**src/rtl/uart_rx.sv**
```systemverilog
// uart_rx: 8N1 serial receiver with a small receive FIFO and a register
// interface for the CPU. It samples the rx pin through a two-flop
// synchroniser, recovers bytes with a divider-paced FSM, and buffers them
// until they are read. Overrun and framing conditions are kept as sticky,
// write-1-to-clear flags. irq stays high while received data is pending.

module uart_rx #(
  parameter int unsigned DIVIDER    = 7,
  parameter int unsigned DEPTH_LOG2 = 2
) (
  input  logic       clk,
  input  logic       rst_n,
  input  logic [4:0] addr,
  input  logic       ren,
  output logic [7:0] rdata,
  output logic       rd_valid,
  input  logic       wen,
  input  logic [7:0] wdata,
  input  logic       rx,
  output logic       irq
);

  localparam int unsigned Depth = 2 ** DEPTH_LOG2;

  localparam logic [12:0] DivFull = 13'(DIVIDER);
  localparam logic [12:0] DivHalf = 13'(DIVIDER / 2);

  localparam logic [4:0] AddrData   = 5'h00;
  localparam logic [4:0] AddrStatus = 5'h04;

  localparam logic [DEPTH_LOG2:0] CountFull = (DEPTH_LOG2 + 1)'(Depth);

  typedef enum logic [2:0] {
    StIdle,
    StStart,
    StData,
    StStop,
    StBreak
  } state_e;

  // Input synchroniser
  logic rx_meta;
  logic rx_s;

  // Receive FSM state
  state_e      state;
  logic [12:0] div;
  logic [2:0]  bitcnt;
  logic [7:0]  shreg;

  // FIFO storage and bookkeeping
  logic [7:0]            mem [Depth];
  logic [DEPTH_LOG2-1:0] wptr;
  logic [DEPTH_LOG2-1:0] rptr;
  logic [DEPTH_LOG2:0]   count;
  logic [DEPTH_LOG2:0]   count_next;

  // Sticky flags
  logic overrun;
  logic framing;

  // Decoded strobes and events
  logic tick;
  logic push_valid;
  logic frame_err;
  logic data_rd;
  logic stat_rd;
  logic stat_wr;
  logic fifo_empty;
  logic fifo_full;
  logic do_push;
  logic do_pop;
  logic ovr_set;
  logic ovr_clr;
  logic frm_clr;

  // Only bits 1 and 2 of a STATUS write carry meaning.
  logic unused_wdata;
  assign unused_wdata = ^{wdata[7:3], wdata[0]};

  // Two-flop synchroniser, idles high so reset looks like a quiet line.
  always_ff @(posedge clk or negedge rst_n) begin
    if (!rst_n) begin
      rx_meta <= 1'b1;
      rx_s    <= 1'b1;
    end else begin
      rx_meta <= rx;
      rx_s    <= rx_meta;
    end
  end

  assign tick = (div == 13'd0);

  // The stop sample decides the fate of the assembled byte in this cycle.
  assign push_valid = (state == StStop) && tick && rx_s;
  assign frame_err  = (state == StStop) && tick && !rx_s;

  // Receive FSM: one shared down-counter paces start, data and stop samples.
  always_ff @(posedge clk or negedge rst_n) begin
    if (!rst_n) begin
      state  <= StIdle;
      div    <= 13'd0;
      bitcnt <= 3'd0;
      shreg  <= 8'h00;
    end else begin
      case (state)
        StIdle: begin
          if (!rx_s) begin
            state <= StStart;
            div   <= DivHalf;
          end
        end
        StStart: begin
          if (tick) begin
            div <= DivFull;
            if (!rx_s) begin
              state  <= StData;
              bitcnt <= 3'd0;
            end else begin
              // Start bit vanished before mid-bit: treat as noise.
              state <= StIdle;
            end
          end else begin
            div <= div - 13'd1;
          end
        end
        StData: begin
          if (tick) begin
            div    <= DivFull;
            shreg  <= {rx_s, shreg[7:1]};
            bitcnt <= bitcnt + 3'd1;
            if (bitcnt == 3'd7) begin
              state <= StStop;
            end
          end else begin
            div <= div - 13'd1;
          end
        end
        StStop: begin
          if (tick) begin
            div   <= DivFull;
            state <= rx_s ? StIdle : StBreak;
          end else begin
            div <= div - 13'd1;
          end
        end
        StBreak: begin
          // Wait out a held-low line before hunting for the next start bit.
          if (rx_s) begin
            state <= StIdle;
          end
        end
        default: begin
          state <= StIdle;
        end
      endcase
    end
  end

  assign data_rd = ren && (addr == AddrData);
  assign stat_rd = ren && (addr == AddrStatus);
  assign stat_wr = wen && (addr == AddrStatus);

  assign fifo_empty = (count == '0);
  assign fifo_full  = (count == CountFull);

  // A pop in the same cycle frees a slot, so a push into a full FIFO is
  // still accepted then; popping an empty FIFO is a no-op.
  assign do_pop  = data_rd && !fifo_empty;
  assign do_push = push_valid && (!fifo_full || do_pop);
  assign ovr_set = push_valid && fifo_full && !do_pop;

  assign ovr_clr = stat_wr && wdata[1];
  assign frm_clr = stat_wr && wdata[2];

  // Next occupancy, shared by the FIFO counter and the interrupt register.
  always_comb begin
    count_next = count;
    case ({do_push, do_pop})
      2'b10:   count_next = count + 1'b1;
      2'b01:   count_next = count - 1'b1;
      default: count_next = count;
    endcase
  end

  // FIFO pointers, occupancy and storage.
  always_ff @(posedge clk or negedge rst_n) begin
    if (!rst_n) begin
      wptr  <= '0;
      rptr  <= '0;
      count <= '0;
      for (int i = 0; i < int'(Depth); i++) begin
        mem[i] <= 8'h00;
      end
    end else begin
      count <= count_next;
      if (do_push) begin
        mem[wptr] <= shreg;
        wptr      <= wptr + 1'b1;
      end
      if (do_pop) begin
        rptr <= rptr + 1'b1;
      end
    end
  end

  // Sticky flags: a set in the same cycle as its clear wins.
  always_ff @(posedge clk or negedge rst_n) begin
    if (!rst_n) begin
      overrun <= 1'b0;
      framing <= 1'b0;
    end else begin
      overrun <= (overrun && !ovr_clr) || ovr_set;
      framing <= (framing && !frm_clr) || frame_err;
    end
  end

  // Registered read port; rdata holds between reads of mapped registers.
  always_ff @(posedge clk or negedge rst_n) begin
    if (!rst_n) begin
      rdata    <= 8'h00;
      rd_valid <= 1'b0;
    end else begin
      rd_valid <= data_rd || stat_rd;
      if (data_rd) begin
        rdata <= fifo_empty ? 8'h00 : mem[rptr];
      end else if (stat_rd) begin
        rdata <= {4'b0000, fifo_full, framing, overrun, !fifo_empty};
      end
    end
  end

  // Interrupt follows the occupancy being committed at this edge.
  always_ff @(posedge clk or negedge rst_n) begin
    if (!rst_n) begin
      irq <= 1'b0;
    end else begin
      irq <= (count_next != '0);
    end
  end

endmodule
```
**config.mk**
```make
export PLATFORM = sky130hd
export DESIGN_NAME = uart_rx
export DESIGN_NICKNAME = d
export VERILOG_FILES = /design/src/rtl/uart_rx.sv
export SDC_FILE = /design/constraint.sdc
export NUM_CORES = 1
export LEC_CHECK = 0
export ABC_AREA = 1
export CAP_MARGIN = 25
export CORE_ASPECT_RATIO = 1.2
export CORE_MARGIN = 1.5
export CORE_UTILIZATION = 45
export DETAILED_ROUTE_END_ITERATION = 10
export PLACE_DENSITY_LB_ADDON = 0.12
export SLEW_MARGIN = 20
export SYNTH_ARGS = -nofsm -noshare
export SYNTH_HDL_FRONTEND = slang
export SYNTH_SLANG_ARGS = --single-unit
```
**constraint.sdc**
```tcl
create_clock -name clk -period 2.94 [get_ports clk]
set_input_delay 0.588 -clock clk [delete_from_list [all_inputs] [get_ports clk]]
set_output_delay 0.588 -clock clk [all_outputs]
set_load 0.1 [all_outputs]
```
After elaboration in Yosys (flattened, before gate mapping)

Cells that the tools add are included.

Register bits: 80
Bits in latches: 0
RAM bits: 0
Memory bits (read-only): 0
Word-level logic and storage cells: 109
Memories: 0

Add/sub/neg operators: 6
Multiply operators: 0
Divide/modulo/power cells: 0
Magnitude comparators: 3
Equality and inequality tests: 16
Shift operators: 0
Multiplexer cells: 26
Bitwise gates (word level): 2
Reduce and logical (&&, ||, !) cells: 38

Operators with widths:

| operator              | number |
|---|---|
| $mux 8                | 6 |
| $bwmux 32             | 1 |
| $mux 3                | 10 |
| $mux 13               | 2 |
| $pmux 13 s2           | 1 |
| $bmux 8 s2            | 1 |
| $demux 8 s2           | 1 |
| $logic_and 1x1->1     | 15 |
| $pmux 3 s5            | 1 |
| $ne 2x2->1 const B    | 7 |
| $logic_not 13->1      | 1 |
| $sub 13x1->13 const B | 1 |
| $pmux 3 s2            | 2 |
| $eq 3x3->1 const B    | 3 |
| $add 3x1->3 const B   | 2 |
| $eq 3x2->1 const B    | 2 |
| $ge 3x3->1 const B    | 2 |
| $logic_not 1->1       | 6 |
| $logic_not 3->1       | 2 |
| $not 2->3             | 2 |
| $reduce_and 6->1      | 1 |
| $reduce_bool 2->1     | 3 |
| $eq 5x3->1 const B    | 1 |
| $logic_not 5->1       | 1 |
| other kinds (12)      | 17 |

Longest topological paths before layout

Gate-level depths: netlist of the first run.

Depth in word-level cells: 8
Depth in mapped cells: 15

Least setup slack after synthesis of the first run

OpenSTA, ideal clock, no wires.

Path kind: input-to-reg
Start point: in addr[3]
End point: reg irq
Setup time: 65 ps
Data arrival time: 2423 ps
Required time: 2875 ps
Path slack: 452 ps
Stages on the path: 12
Buffers on the path: 2
Cell sequence: nor2_2 -> nand4_1 -> nand2_2 -> buf_6 -> buf_6 -> nand3_1 -> ha_1 -> inv_1 -> fa_1 -> o21ai_0 -> nor2_1 -> nand2_1

Cells in the longest elaborated chain, start to end: 8
Elaborated cells between the ends (all ways): 9

RTL lines:

| item                                     | line | source |
|---|---|---|
| start, declared                          | 13   | `input logic [4:0] addr,` |
| $logic_not 5->1 *                        | 160  | `assign data_rd = ren && (addr == AddrData);` |
| $logic_and 1x1->1 *                      | 160  |  |
| $logic_and 1x1->1 *                      | 169  | `assign do_pop = data_rd && !fifo_empty;` |
| $logic_or 1x1->1                         | 170  | `assign do_push = push_valid && (!fifo_full \|\| do_pop);` |
| $logic_and 1x1->1                        | 170  |  |
| $eq 2x1->1 or $eq 2x2->1 (tied branches) | 179  | `case ({do_push, do_pop})` |
| $pmux 3 s2 *                             | 179  |  |
| named net count_next[1]                  | 56   | `logic [DEPTH_LOG2:0] count_next;` |
| $reduce_bool 3->1 *                      | 238  | `irq <= (count_next != '0);` |
| end signal, assigned                     | 238  |  |
| end, declared                            | 20   | `output logic irq` |

Mark *: on every way through the listed nets, which the timed path passes. The rest lies on a longest branch.
A chain may end at the register's enable or synchronous reset.

Worst setup path after layout of the first run

Start point: reg div[0]
End point: reg irq

Cells in the longest elaborated chain, start to end: 7
Elaborated cells between the ends (all ways): 8

RTL lines:

| item                                     | line | source |
|---|---|---|
| start, declared                          | 47   | `logic [12:0] div;` |
| start signal, assigned                   | 110  | `div <= DivHalf;` |
| start signal, assigned                   | 115  | `div <= DivFull;` |
| start signal, assigned                   | 124  | `div <= div - 13'd1;` |
| $logic_not 13->1 *                       | 92   | `assign tick = (div == 13'd0);` |
| $logic_and 1x1->1 * (2 in series)        | 95   | `assign push_valid = (state == StStop) && tick && rx_s;` |
| $logic_and 1x1->1 *                      | 170  |  |
| $eq 2x1->1 or $eq 2x2->1 (tied branches) | 179  |  |
| $pmux 3 s2 *                             | 179  |  |
| named net count_next[1]                  | 56   |  |
| $reduce_bool 3->1 *                      | 238  |  |

Marks and branches as above.

==> impl_metrics.toml, run 1 <==
[die]
die_h_um = 106.6
die_w_um = 89.30
fp.dieArea_um2 = 9515
initial_core_util_pct = 46.70
std_cell_rows = 37
io_pins = 28
coreArea_um2 = 8611

[logic_synthesis]
yosys_warnings = 0
synth_compound_area_share_pct = 9.956
ys_types = 37
ys_ff_latch = 80
netlist_area_um2 = 4021
synth-simple-area-share_pct = 28.66
postSynthAreaPerCell_um2 = 8.917
synth_most_common_cell = "nand2_1"
synthAdderAreaFrac_pct = 2.987
synth_xor_area_share_pct = 1.525
synth_ff_type = "dfrtp_1"
synthesis.nets = 478
synth_top_family_by_area = "simple AND/OR/NAND/NOR gates"
synthMuxAreaShare_pct = 0
synthTopCellsByCount = "nand2_1, dfrtp_1, nor2_1, o21ai_0, inv_1"
synth.area.top_cells = "dfrtp_1, nand2_1, nand4_1"
synth_top_area_share_pct = 48.54
seq_area_frac_synth_pct = 49.84
synth_cells = 451
synth_edf_count = 0
synthArstFlopShare_pct = 100.0
yosysTopAreaCell = "dfrtp_1"

[critical_path]
critPathKind = "register to register"
cpMostUsedCell = "nor2_1"
cp_top_family = "adder cells"
crit_path_end_kind = "register"
r2r_slack_ns = 0.39
cp_num_buf_inv = 2
startpoint = "div[0]"
cpPeakStageDelay_ns = 0.42
critPathLaunchType = "register"
crit_required_ns = 3.25
reg2reg_to = "irq"
slowest_stage = "fa_1"
ff2ff_path_depth = 13
worstPathArrival_ns = 2.86
crit_chain = "inv_1, ha_1, nand2_1, nor2_1, nand3_1, nor2_1, nand3_1, ha_1, inv_1, fa_1, o21ai_0, nor2_1, nand2_1"
crit_fanout = 3
r2r-start = "div[0]"

[power]
switchingPower_mw = 1.627
pwr-share-comb_pct = 40.5
p_leak_nw = 2.212
power_frac_seq_pct = 38.1
intPower_mw = 2.014
clockPowerShare_pct = 21.4
p_per_area_nw_per_um2 = 820.9
swShare_pct = 44.68
ir_worst_vdd_v = 0.0004715

[detailed_routing]
wire_per_inst_um = 15.01
routed_wl_um = 8899
ant_nets = 0
drt_iter0_markers = 169
vias_per_cell = 5.283
dr.pass1.iters = 4
drc = 0
via_count = 3133

[timing]
tightest_slew_ns = 0.7383
whs_ns = 0.2297
clock.fmax_ghz = 0.3915
slew_violations = 0
setup_viol_count_final = 0
skew_ns = 0.01363
slew-limit-headroom_pct = 50.78
rsz0062_at_grt = "no"
final.period_utilization_pct = 86.88
finalCriticalPeriod_ns = 2.554
setup-tns-final_ns = 0
hold_viol_final = 0

[cells_and_area]
drive_above_1_share_pct = 12.18
fillers = 869
area_growth_pct = 10.30
diodes = 0
nets = 498

[grt]
grt.overflow.total = 0
grt_pass1_vias = 3049
grt_usage_pct = 20.66
grt_pass1_wl_um = 14900
antenna_found_initial = 0
grt_max_degree = 81

[worst_hold_path]
hp-class = "input pin to asynchronous set/reset pin"

[clocking]
cts_tree = "built"
postCtsSetupRepairBufs = 0
cts_hold_buf = 0
cts_resized = 0
cts_buffers = 9
cts_root_buf = "clkbuf_8"
clkLatencyLatePin_ns = 0.36
clk_pin_slew_ns = 0.09
htree_levels = 3
clockBufferDepth = 2
cts.sinks = 80

[placed_design]
place.gp.congestion = 0.7816
io_buffers = 21
hpwl_um = 5983

[job]
maxCapViolations = 0

[outcome]
run_status = "complete, no violations"
per-stage QoR:
step	std cells	power (mW)	worst slack, ns	cell area, um^2	util (%)
after floorplan	451	2.578	0.4516	4021	-
after CTS	593	3.657	0.3634	4432	51.47
after global routing	593	3.889	0.1127	4436	51.51
after global placement	577	2.861	0.2065	4240	49.24
after detailed placement	577	2.875	0.1825	4240	49.24
final	593	3.641	0.3858	4436	51.51
registers in the layout, indices dropped and copies added (netlist names), 2 cells and up:
name    cells
mem        32
div        13
rdata       8
shreg       8
bitcnt      3
count       3
state       3
rptr        2
wptr        2
worst reg2reg max path: stages, from the launching register on:
cell     delay, ns
dfrtp_1       0.40
inv_1         0.10
ha_1          0.19
nand2_1       0.13
nor2_1        0.12
nand3_1       0.13
nor2_1        0.16
nand3_1       0.09
ha_1          0.21
inv_1         0.11
fa_1          0.42
o21ai_0       0.28
nor2_1        0.09
nand2_1       0.07
power groups by stage:
stage | Sequential [mW] | Clock [mW] | Combinational (mW)
after floorplan | 1.57 | 0 | 1.01
after global placement | 1.41 | 0 | 1.46
after detailed placement | 1.41 | 0 | 1.47
after CTS | 1.39 | 0.795 | 1.47
after global routing | 1.41 | 0.837 | 1.64
final | 1.39 | 0.778 | 1.47
routing by layer:
layer | up-vias | GRT usage, % | routed length (um)
met5 | - | 0 | 0
met4 | 0 | 7.582 | 165
met3 | 13 | 2.873 | 264
met2 | 45 | 34.43 | 4607
met1 | 1522 | 26.99 | 3862
li1 | 1553 | - | -
placed cells by master, fill, tap and decap left out, types with 2 or more instances in the layout:
master,netlist,layout
a21oi_1,13,13
a22o_1,4,4
a2bb2oi_1,3,3
buf_4,1,13
clkbuf_8,0,11
clkdlybuf4s50_1,0,10
clkinvlp_4,0,3
dfrtp_1,78,78
dfstp_2,2,2
ha_1,8,8
inv_1,36,36
inv_2,3,3
nand2_1,119,119
nand2_2,3,3
nand3_1,13,13
nand4_1,35,35
nand4_4,4,4
nor2_1,38,38
nor2_2,4,4
nor2_4,2,2
nor2_8,2,2
nor3_1,2,2
o211ai_1,2,2
o21ai_0,38,38
o22ai_1,7,7
or2_2,4,4
xnor2_1,2,2
xor2_1,5,5
logic make-up after synthesis:
family,Yosys count
buffers and inverters,55
AO/OA/AOI/OAI,70
flip-flops,80
adder cells (fa/ha/maj),9
XOR/XNOR,7
AND/OR/NAND/NOR,230
worst max path at each step:
stage | to | slack [ns] | cells after the start
after floorplan | irq | 0.45 | 12
after global placement | irq | 0.21 | 13
after detailed placement | irq | 0.18 | 13
after CTS | irq | 0.36 | 13
after global routing | irq | 0.11 | 13
final | irq | 0.39 | 13
final cells by class:
type,count,area [um^2],share of cell area (%)
inverters,40,150.1,3.385
repair buffers,24,209.0,4.711
flip-flops and latches,80,2004,45.19
multi-input cells,316,1734,39.10
clock inverters,5,40.04,0.9027
well taps,117,146.4,3.300
clock buffers,11,151.4,3.413
Note: power is estimated with default switching activity, not from simulation.
==> run 2, diff against run 1 <==
- PLACE_DENSITY_LB_ADDON: 0.12 -> 0.2
- SLEW_MARGIN: 20 -> unset
==> impl_metrics.toml, run 2 (synthesized netlist as in run 1, its figures left out) <==
[detailed_routing]
via_count = 3182
top_layer_used = "met4"
wire_per_inst_um = 15.23
routed_wl_um = 9059
route.met3.wl_um = 339
wl_met2_um = 4567
drt_iter0_markers = 178
dr.pass1.iters = 5
vias_per_cell = 5.348
ant_nets = 0
wl_met1_um = 3881
drc = 0

[placed_design]
io_buffers = 21
hpwl_um = 6059
place.gp.congestion = 0.8411
preCtsSetupSlack_ns = 0.2077

[critical_path]
cpPeakStageDelay_ns = 0.42
critPathKind = "register to register"
ff2ff_path_depth = 13
crit_fanout = 3
slowest_stage = "fa_1"
crit_required_ns = 3.24
worstPathArrival_ns = 2.79
cpMostUsedCell = "nor2_1"
crit_path_end_kind = "register"
reg2reg_to = "irq"
r2r-start = "div[0]"
r2r_slack_ns = 0.45
critPathLaunchType = "register"
crit_chain = "inv_1, ha_1, nand2_1, nor2_1, nand3_1, nor2_1, nand3_1, ha_1, inv_1, fa_1, o21ai_0, nor2_1, nand2_1"

[cells_and_area]
regArea_um2 = 2004
drive_above_1_share_pct = 12.55
most-common-layout-cells = "nand2_1, dfrtp_1, nor2_1, o21ai_0, inv_1"
multi_input_area_um2 = 1734
reg.largest.list = "mem: 32 flops, div: 13 flops"
nets = 500
regMostFlops = "mem"
fillers = 839
largest_reg_flops = 32
layout_commonest_cell = "nand2_1"
area_growth_pct = 11.61
diodes = 0

[clocking]
clockBufferDepth = 2
cts.sinks = 80
cts_tree = "built"
htree_levels = 3
cts_root_buf = "clkbuf_8"
cts_hold_buf = 0
cts_resized = 0
clk_pin_slew_ns = 0.09
postCtsSetupRepairBufs = 0
clkLatencyLatePin_ns = 0.36
cts_buffers = 9

[die]
coreArea_um2 = 8611
fp.dieArea_um2 = 9515
io_pins = 28
die_w_um = 89.30
die_h_um = 106.6
initial_core_util_pct = 46.70
std_cell_rows = 37

[timing]
tightest_slew_ns = 0.5644
slew_violations = 0
skew_ns = 0.01302
hold_viol_final = 0
finalCriticalPeriod_ns = 2.486
clock.fmax_ghz = 0.4023
rsz0062_at_grt = "no"
layout_setup_ws_ns = 0.4541
setup-tns-final_ns = 0
setup_viol_count_final = 0
slew-limit-headroom_pct = 62.37
final.period_utilization_pct = 84.55

[grt]
grt_usage_pct = 20.69
grt_pass1_vias = 3097
grt.overflow.total = 0
antenna_found_initial = 0
grt_pass1_wl_um = 14860
grt_max_degree = 80

[power]
ir_worst_vdd_v = 0.0005517
p_per_area_nw_per_um2 = 833.7
p_leak_nw = 2.246

[worst_hold_path]
hp-class = "input pin to asynchronous set/reset pin"

[job]
maxCapViolations = 0

[outcome]
run_status = "complete, no violations"
## run 2: metal layers
layer / vias to the layer above / GRT usage [%]
met5: - / 0
met4: 0 / 11.65
met3: 19 / 2.873
met2: 71 / 33.73
met1: 1534 / 25.87
li1: 1558 / -
## run 2: cell type report
type / instances / share of cell area (%)
clock buffers: 10 / 3.067
repair buffers: 26 / 5.353
multi-input cells: 316 / 38.64
flip-flops and latches: 80 / 44.66
inverters: 40 / 3.345
clock inverters: 6 / 1.673
well taps: 117 / 3.262
## run 2: power by group
group / internal, mW / leakage, nW / switching [mW]
Clock: 0.429 / 0.105 / 0.440
Sequential: 1.25 / 1.07 / 0.141
Combinational: 0.411 / 1.07 / 1.07
Total: 2.09 / 2.25 / 1.65
## run 2: through the flow
step / cells / utilization [%] / area (um^2) / total power, mW / hold slack (ns)
floorplan: 451 / - / 4021 / 2.578 / 0.2924
global placement: 578 / 49.33 / 4248 / 2.859 / 0.3466
detailed placement: 578 / 49.33 / 4248 / 2.887 / 0.3479
CTS: 594 / 51.80 / 4461 / 3.770 / 0.3609
global route: 595 / 52.12 / 4488 / 3.985 / 0.02136
finish: 595 / 52.12 / 4488 / 3.742 / 0.02959
## run 2: how the worst max path moves through the flow
| stage | from | end | slack (ns) | cells past startpoint |
|---|---|---|---|---|
| finish | div[0] | irq | 0.45 | 13 |
| global route | div[0] | irq | 0.26 | 13 |
| CTS | div[0] | irq | 0.42 | 13 |
| detailed placement | addr[2] | irq | 0.21 | 13 |
| global placement | addr[2] | irq | 0.24 | 13 |
| floorplan | addr[3] | irq | 0.45 | 12 |
## run 2: worst max-delay path: cells and delay by family (launching register included)
family	cells	cell delay, ns
AOI/OAI and AO/OA	1	0.25
adders and majority gates	3	0.82
buffers and inverters	2	0.19
DFF	1	0.40
and+or+nand+nor	7	0.77
==> run 3, diff against run 2 <==
- clock period: 2.94 -> 2.31 ns (I/O delays scaled with it)
==> impl_metrics.toml, run 3 (synthesized netlist as in run 1, its figures left out) <==
[outcome]
run_status = "complete, no violations"

[grt]
antenna_found_initial = 0
grt_pass1_vias = 3102
grt_pass1_wl_um = 14840
grt_usage_pct = 20.48
grt.overflow.total = 0
grt_max_degree = 41

[die]
initial_core_util_pct = 46.70
die_h_um = 106.6
fp.dieArea_um2 = 9515
die_w_um = 89.30
coreArea_um2 = 8611
std_cell_rows = 37
io_pins = 28

[critical_path]
crit_fanout = 3
endpoint = "irq"
critPathKind = "input pin to register"
r2r-start = "div[0]"
startpoint = "addr[0]"
crit_path_end_kind = "register"
ff2ff_path_depth = 13
worstPathArrival_ns = 2.49
critPathLaunchType = "input pin"
crit_required_ns = 2.61
reg2reg_to = "irq"
r2r_slack_ns = 0.14

[detailed_routing]
dr.pass1.iters = 5
drt_iter0_markers = 145
wire_per_inst_um = 14.50
drc = 0
routed_wl_um = 8875
vias_per_cell = 5.173
ant_nets = 0
via_count = 3166

[timing]
finalCriticalPeriod_ns = 2.190
slew_violations = 0
hold_viol_final = 0
rsz0062_at_grt = "no"
layout_setup_ws_ns = 0.1202
final.period_utilization_pct = 94.80
setup_viol_count_final = 0
skew_ns = 0.01126
slew-limit-headroom_pct = 63.37
tightest_slew_ns = 0.5474
clock.fmax_ghz = 0.4567

[power]
pwr-share-comb_pct = 42.2
power_frac_seq_pct = 35.9
switchingPower_mw = 2.135
clockPowerShare_pct = 21.9
p_leak_nw = 2.323
ir_worst_vdd_v = 0.0009009
intPower_mw = 2.729
swShare_pct = 43.89
p_per_area_nw_per_um2 = 1047
power_mw = 4.864

[clocking]
clockBufferDepth = 2
clk_pin_slew_ns = 0.09
cts_root_buf = "clkbuf_8"
cts_tree = "built"
htree_levels = 3
clkLatencyLatePin_ns = 0.36
cts.sinks = 80
cts_buffers = 9

[placed_design]
io_buffers = 21
preCtsSetupSlack_ns = -0.3196
hpwl_um = 6227
place.gp.congestion = 0.8593

[cells_and_area]
layout_commonest_cell = "nand2_1"
diodes = 0
largest_reg_flops = 32
drive_above_1_share_pct = 17.78
utilization_pct = 53.95
nets = 517
area_growth_pct = 15.53
reg.largest.list = "mem: 32 flops, div: 13 flops"
regMostFlops = "mem"
most-common-layout-cells = "nand2_1, dfrtp_1, nor2_1, o21ai_0, nand4_1"

[worst_hold_path]
hp-class = "register to register"

[job]
maxCapViolations = 0
-- run 3: changes by cell type in the layout (fill, tap and decap cells not counted), sizes merged --
| cell | previous run | this run |
|---|---|---|
| dlygate4sd3 | 0 | 1 |
| clkinv | 2 | 4 |
| buf | 16 | 32 |
| inv | 42 | 41 |
| clkbuf | 10 | 9 |
-- run 3: worst min path at each step --
stage          slack [ns]    start  cells past startpoint        end
6_report             0.36  rx_meta                      0       rx_s
2_1_floorplan        0.17    rst_n                      0  bitcnt[0]
3_3_place_gp         0.32    rst_n                      1   rdata[5]
4_1_cts              0.37  rx_meta                      0       rx_s
3_5_place_dp         0.32    rst_n                      1   rdata[5]
5_1_grt              0.37  rx_meta                      0       rx_s
-- run 3: timing repair --
item	CTS	global route
setup buffers	0	5
pin swaps	0	7
setup endpoints to repair	1	3
hold buffers	1	0
gates resized for setup	3	11
hold endpoints to repair	11	0
-- run 3: cell type report --
| cell class | count | area (um^2) |
|---|---|---|
| Clock buffer | 9 | 123.9 |
| Inverter | 40 | 150.1 |
| Clock inverter | 7 | 80.08 |
| Tap cell | 117 | 146.4 |
| Multi-Input combinational cell | 316 | 1778 |
| Timing Repair Buffer | 43 | 362.8 |
| Fill cell | 820 | 3965 |
| Sequential cell | 80 | 2004 |
-- run 3: layer usage --
layer  wire length (um)  global-route usage [%]
met5                  0                       0
met4                231                   10.77
met3                252                   2.795
met2               4423                   32.92
met1               3967                   26.44
-- run 3: worst max-delay path, cell delays in order --
cell	delay [ns]
clkdlybuf4s50_1	0.42
nor2_2	0.15
nand4_1	0.14
buf_4	0.18
nand2_4	0.06
nand3_1	0.07
ha_1	0.21
inv_2	0.07
fa_2	0.44
o21ai_2	0.16
nor2_1	0.06
nand2_1	0.06
-- run 3: stage by stage --
step / setup TNS (ns) / hold WS [ns] / instance area [um^2] / instances
2_1_floorplan: 0 / 0.1664 / 4029 / 451
3_3_place_gp: -0.4512 / 0.3186 / 4358 / 590
3_5_place_dp: -0.6672 / 0.3233 / 4358 / 590
4_1_cts: 0 / 0.3659 / 4581 / 607
5_1_grt: 0 / 0.3695 / 4646 / 612
6_report: 0 / 0.3622 / 4646 / 612
-- run 3: power by group through the flow --
stage / Combinational (mW) / Clock [mW] / Sequential (mW)
final: 2.05 / 1.07 / 1.74
after global placement: 1.92 / 0 / 1.76
after detailed placement: 1.95 / 0 / 1.77
after global routing: 2.28 / 1.14 / 1.77
after floorplan: 1.30 / 0 / 1.99
after CTS: 1.98 / 1.09 / 1.74
